**src/rtl/mem_access.sv**
```systemverilog
// Memory-access pipeline stage: passes non-memory ops through and runs a
// req/ack data-bus transaction for loads and stores, with big-endian lane handling.
module mem_access #(
   parameter int ADDR_W = 32
) (
   input  logic              clk,
   input  logic              rst,
   input  logic [4:0]        ex_wd,
   input  logic              ex_wreg,
   input  logic [31:0]       ex_wdata,
   input  logic [3:0]        ex_mem_op,
   input  logic [ADDR_W-1:0] ex_mem_addr,
   input  logic [31:0]       ex_mem_sdata,
   output logic [4:0]        mem_wd,
   output logic              mem_wreg,
   output logic [31:0]       mem_wdata,
   output logic              stallreq,
   output logic              excp_adel,
   output logic              excp_ades,
   output logic              dbus_req,
   output logic              dbus_we,
   output logic [ADDR_W-1:0] dbus_addr,
   output logic [3:0]        dbus_sel,
   output logic [31:0]       dbus_wdata,
   input  logic              dbus_ack,
   input  logic [31:0]       dbus_rdata
);

   localparam logic [3:0] OP_LB  = 4'd1;
   localparam logic [3:0] OP_LBU = 4'd2;
   localparam logic [3:0] OP_LH  = 4'd3;
   localparam logic [3:0] OP_LHU = 4'd4;
   localparam logic [3:0] OP_LW  = 4'd5;
   localparam logic [3:0] OP_SB  = 4'd6;
   localparam logic [3:0] OP_SH  = 4'd7;
   localparam logic [3:0] OP_SW  = 4'd8;

   typedef enum logic [1:0] {IDLE, BUSY, DONE} state_t;

   state_t            state_q, state_d;
   logic              req_q, req_d;
   logic              we_q, we_d;
   logic [ADDR_W-1:0] addr_q, addr_d;
   logic [3:0]        sel_q, sel_d;
   logic [31:0]       wdata_q, wdata_d;
   logic [31:0]       result_q, result_d;

   logic        is_load, is_store, is_byte, is_half, misaligned;
   logic [1:0]  lane;
   logic [3:0]  sel_calc;
   logic [31:0] sdata_calc, load_val;
   logic [7:0]  ld_byte;
   logic [15:0] ld_half;

   assign lane     = ex_mem_addr[1:0];
   assign is_load  = (ex_mem_op >= OP_LB) && (ex_mem_op <= OP_LW);
   assign is_store = (ex_mem_op >= OP_SB) && (ex_mem_op <= OP_SW);
   assign is_byte  = (ex_mem_op == OP_LB) || (ex_mem_op == OP_LBU) || (ex_mem_op == OP_SB);
   assign is_half  = (ex_mem_op == OP_LH) || (ex_mem_op == OP_LHU) || (ex_mem_op == OP_SH);
   assign misaligned = (is_half && lane[0]) ||
                       ((ex_mem_op == OP_LW || ex_mem_op == OP_SW) && (lane != 2'b00));

   // Lane select and store replication; byte 0 of the word lives in bits 31:24.
   always_comb begin
      // NOTE: every always_comb output gets a default first so no latch is inferred.
      sel_calc   = 4'b1111;
      sdata_calc = ex_mem_sdata;
      if (is_byte) begin
         sel_calc   = 4'b1000 >> lane;
         sdata_calc = {4{ex_mem_sdata[7:0]}};
      end else if (is_half) begin
         sel_calc   = lane[1] ? 4'b0011 : 4'b1100;
         sdata_calc = {2{ex_mem_sdata[15:0]}};
      end
   end

   always_comb begin
      ld_byte  = dbus_rdata[31:24];
      case (lane)
         2'b00:   ld_byte = dbus_rdata[31:24];
         2'b01:   ld_byte = dbus_rdata[23:16];
         2'b10:   ld_byte = dbus_rdata[15:8];
         default: ld_byte = dbus_rdata[7:0];
      endcase
      ld_half  = lane[1] ? dbus_rdata[15:0] : dbus_rdata[31:16];
      case (ex_mem_op)
         OP_LB:   load_val = {{24{ld_byte[7]}}, ld_byte};
         OP_LBU:  load_val = {24'd0, ld_byte};
         OP_LH:   load_val = {{16{ld_half[15]}}, ld_half};
         OP_LHU:  load_val = {16'd0, ld_half};
         default: load_val = dbus_rdata;
      endcase
   end

   always_comb begin
      state_d   = state_q;
      req_d     = req_q;
      we_d      = we_q;
      addr_d    = addr_q;
      sel_d     = sel_q;
      wdata_d   = wdata_q;
      result_d  = result_q;
      mem_wd    = ex_wd;
      mem_wreg  = ex_wreg;
      mem_wdata = ex_wdata;
      stallreq  = 1'b0;
      excp_adel = 1'b0;
      excp_ades = 1'b0;

      case (state_q)
         IDLE: begin
            if (is_load || is_store) begin
               mem_wreg = 1'b0;
               if (misaligned) begin
                  excp_adel = is_load;
                  excp_ades = is_store;
               end else begin
                  stallreq = 1'b1;
                  req_d    = 1'b1;
                  we_d     = is_store;
                  addr_d   = {ex_mem_addr[ADDR_W-1:2], 2'b00};
                  sel_d    = sel_calc;
                  wdata_d  = sdata_calc;
                  state_d  = BUSY;
               end
            end
         end
         BUSY: begin
            stallreq = 1'b1;
            mem_wreg = 1'b0;
            if (dbus_ack) begin
               result_d = load_val;
               req_d    = 1'b0;
               we_d     = 1'b0;
               state_d  = DONE;
            end
         end
         DONE: begin
            if (is_load) mem_wdata = result_q;
            state_d = IDLE;
         end
         default: state_d = IDLE;
      endcase

      if (rst) begin
         mem_wd    = 5'd0;
         mem_wreg  = 1'b0;
         mem_wdata = 32'd0;
         stallreq  = 1'b0;
         excp_adel = 1'b0;
         excp_ades = 1'b0;
      end
   end

   // NOTE: sequential state uses non-blocking assignments so all registers update together.
   always_ff @(posedge clk) begin
      if (rst) begin
         state_q  <= IDLE;
         req_q    <= 1'b0;
         we_q     <= 1'b0;
         addr_q   <= '0;
         sel_q    <= 4'd0;
         wdata_q  <= 32'd0;
         result_q <= 32'd0;
      end else begin
         state_q  <= state_d;
         req_q    <= req_d;
         we_q     <= we_d;
         addr_q   <= addr_d;
         sel_q    <= sel_d;
         wdata_q  <= wdata_d;
         result_q <= result_d;
      end
   end

   assign dbus_req   = req_q;
   assign dbus_we    = we_q;
   assign dbus_addr  = addr_q;
   assign dbus_sel   = sel_q;
   assign dbus_wdata = wdata_q;

endmodule

```
**config.mk**
```make
export PLATFORM = sky130hd
export DESIGN_NAME = mem_access
export DESIGN_NICKNAME = d
export VERILOG_FILES = /design/src/rtl/mem_access.sv
export SDC_FILE = /design/constraint.sdc
export NUM_CORES = 1
export LEC_CHECK = 0
export CAP_MARGIN = 20
export CORE_ASPECT_RATIO = 0.8
export CORE_UTILIZATION = 40
export DETAILED_ROUTE_END_ITERATION = 10
export PLACE_DENSITY = 0.78
export SLEW_MARGIN = 25
export SYNTH_ARGS = -nofsm -noshare
export SYNTH_HDL_FRONTEND = slang
export SYNTH_SLANG_ARGS = --single-unit
```
**constraint.sdc**
```tcl
create_clock -name clk -period 2.6 [get_ports clk]
set_input_delay 0.52 -clock clk [delete_from_list [all_inputs] [get_ports clk]]
set_output_delay 0.52 -clock clk [all_outputs]
set_load 0.01 [all_outputs]
```
==> key figures <==
Clock tree
  – Cts hold-fix bufs: 0
  – Reg clk slew, reported paths: 70 ps
  – CTS max path bufs: 2
  – H-tree depth: 3
  – CTS sink cnt: between 100 and 150
  – Root Driver: clkbuf_16
  – Num CTS Buffers: 9
  – CTS tree: yes
  – Worst-skew pair later-pin latency: between 300 and 400 ps

Die
  – Floorplan row count: 37
  – Die Wd: 133 microns
  – I/O Pins: approximately 250
  – Die height: 106 microns
  – Initial Utilization: a little over two fifths
  – Die Area: between 10,000 and 15,000 sq um
  – Core area: 13,100 sq um

Detailed routing
  – Antenna-violating nets left: 0
  – Routed WL: about 21 mm
  – DR vias: between 6,000 and 7,000
  – Post-DR vias/cell: around 5.6
  – DRC viols: 0
  – Initial DRC count: about 550
  – DR WL/cell: 18.1 microns
  – Pre-Repair DR Iteration Count: 6

Finish
  – Fin nets: approximately 1,100
  – FF/Latch Area: ~2000 sq um
  – Most common cell after layout, fill and taps aside: clkdlybuf4s50_1
  – Area occupied by multi-input gates: roughly 3100 sq um
  – Area growth, synth to finish: 60.8%
  – Most frequent cells in the layout: clkdlybuf4s50_1 (206), a21oi_1 (116), nand2_1 (109), dfxtp_1 (102), o21ai_0 (80)
  – Antenna fix cells: 0
  – Fraction of layout cells with a size suffix above 1: 17.3%
  – Fillers: between 1,000 and 1,500

Synth
  – EDFF count, synth: 0
  – Fraction of registers with async set/reset: 0%
  – Register area share after synthesis: between 30% and 40%
  – Post-synthesis simple-gate area fraction: approximately a fifth
  – Syn Area/Cell: ~7.7 sq um
  – Synth Area in Compound Gates: between 20 and 30%
  – Syn. warnings: 0
  – Ys flop type: dfxtp_1
  – Yosys reg bits: about 100
  – Multiplexer area fraction after synthesis: roughly 6%
  – Adder-cell share of the synthesized area: 0%
  – Cell variety after synth: 53
  – Synth Area in XOR/XNOR: less than 1%
  – Largest family of logic cells by synthesized area: compound AO/OA/AOI/OAI gates
  – Synthesized cell area: 5450 sq um
  – Synth Instances: just over 700

STA
  – Worst relative slew slack: roughly 56%
  – Final Critical Period: between 2000 and 2500 ps
  – FMAX: between 400 and 500 MHz
  – Fin Clk Skew: ~12 ps
  – Setup repair after global routing missed its margin: false
  – Final setup vio count: 0
  – Slew @ Worst Pin: approximately 660 ps
  – Slew Viols, Final: 0
  – Final Hold Vio Count: 0
  – Fin Setup TNS: 0 ps
  – Fin crit share: between 90 and 100%
  – Hold WS: around 480 ps

Setup path
  – Critical Path Slowest Stage Cell: a211oi_4
  – Critical path type: input port to output pin
  – Worst Setup Start Kind: input port
  – Crit path largest cell delay: 240 ps
  – Worst-path fanout max: 16
  – Critical Path RT: 2080 ps
  – Critical path's most frequent cell: buf_4
  – Critical path capture point type: output pin
  – Worst-path cell chain: clkbuf_2 -> buf_6 -> a211oi_4 -> buf_4 -> nand3b_1 -> buf_4 -> clkbuf_16 -> nand2_1 -> a21oi_1 -> buf_2
  – Critical path arrival: between 1500 and 2000 ps

Placed design
  – Routability cong.: a little over 0.9
  – PortBufs: ~250
  – Detailed Place HPWL: 14.5 mm

Pwr
  – Leak Pwr: ~3.4 nW
  – VDD IR max: roughly 0.36 mV
  – Pwr dens: approximately 500 nW/um^2

Flow run
  – # Max-Cap Violations: 0

Global route
  – Largest net degree at the start of global routing: 61
  – First-pass GRT wire length: 31.8 mm
  – Vias in the first global route: 5,998
  – GR Overflow Total: 0
  – GRT Util Overall: between 20% and 30%
  – Initial antenna violation count: 0

Run status
  – Status: complete, no violations

Min path
  – Hold crit path type: register to register
==> critical path, delay by kind of cell <==
family,cells,cell delay (ps)
compound gates,2,300
buf+inv,6,920
simple gates,2,220
==> state kept, by name, indices dropped and copies added, names as in the netlist <==
register and count:
dbus_addr 30, dbus_req 1, dbus_wdata 32, result_q 32, dbus_we 1, state_q 2
dbus_sel 4
==> per-layer routing <==
metal  vias to the layer above  GRT usage (%)  wire length [microns]
met5                         -              0                      0
met4                         0           7.22                    243
met3                        22           8.77                   2240
met2                       308           45.5                   9550
met1                      3039           37.8                   8910
li1                       3099              -                      -
==> area by class of cell <==
type	count	area share (%)
inverters	4	0.171
clock buffers	9	2.57
repair buffers	325	35.1
clock inverters	7	0.827
multi-input cells	534	35.6
flip-flops and latches	102	23.3
well taps	175	2.50
==> per-stage QoR <==
step	setup slack (ps)	instances	utilization (%)	cell area (sq um)	power, mW
global route	24.8	1156	67.2	8770	4.61
detailed placement	-619	1130	64.6	8440	3.08
finish	107	1156	67.2	8770	4.40
CTS	-24.9	1151	67.0	8750	4.42
global placement	-516	1130	64.6	8440	3.07
floorplan	243	713	-	5460	2.36
==> path summary, 6_finish.rpt <==
| path | start | to | slack (ps) | cells past startpoint |
|---|---|---|---|---|
| min | dbus_addr[14] | dbus_addr[14] | 480 | 2 |
| max | ex_mem_op[1] | mem_wdata[26] | 110 | 10 |
| max reg2reg | state_q[0] | dbus_sel[2] | 800 | 6 |
| min reg2reg | dbus_addr[14] | dbus_addr[14] | 480 | 2 |
==> cells in the mapped netlist (all sizes together), types with 3 or more instances <==
cell type  number  area, sq um
and3            4         25.0
nand2         110          415
nor4            6         37.5
mux4            6          135
or2             5         31.3
a222oi          5         50.1
a21oi         119          599
nor2b          11         68.8
buf            32          190
mux2            9          101
o31ai           8         60.1
o22ai          10         62.6
nor3           17         90.1
o21ai          86          430
o211ai          8         60.1
inv             4         15.0
nand2b          6         37.5
nand3          41          205
a211oi         19          143
nor2           19         83.8
dfxtp         102         2040
mux2i          10          100
a311oi          8         70.1
clkbuf         41          154
a31oi           3         33.8
==> cells by family after synthesis <==
group	count (synthesis)
AO/OA/AOI/OAI	275
buffers and inverters	77
XOR/XNOR	1
flip-flops	102
other	1
multiplexers	25
AND/OR/NAND/NOR	231
==> power breakdown <==
| group | total [mW] | internal (mW) | switching (mW) | leakage (nW) |
|---|---|---|---|---|
| clock network | 1.35 | 0.679 | 0.673 | 0.143 |
| logic | 1.29 | 0.671 | 0.616 | 2.41 |
| registers | 1.77 | 1.69 | 0.0711 | 0.837 |
==> what timing repair did <==
action / in CTS / in global routing
gates resized for setup: 134 / 25
gates cloned: 1 / 2
endpoints found under the setup margin: 38 / 33
setup buffers: 4 / 3
pin swaps: 2 / 5
No activity file was read; power rests on OpenSTA's default activity.
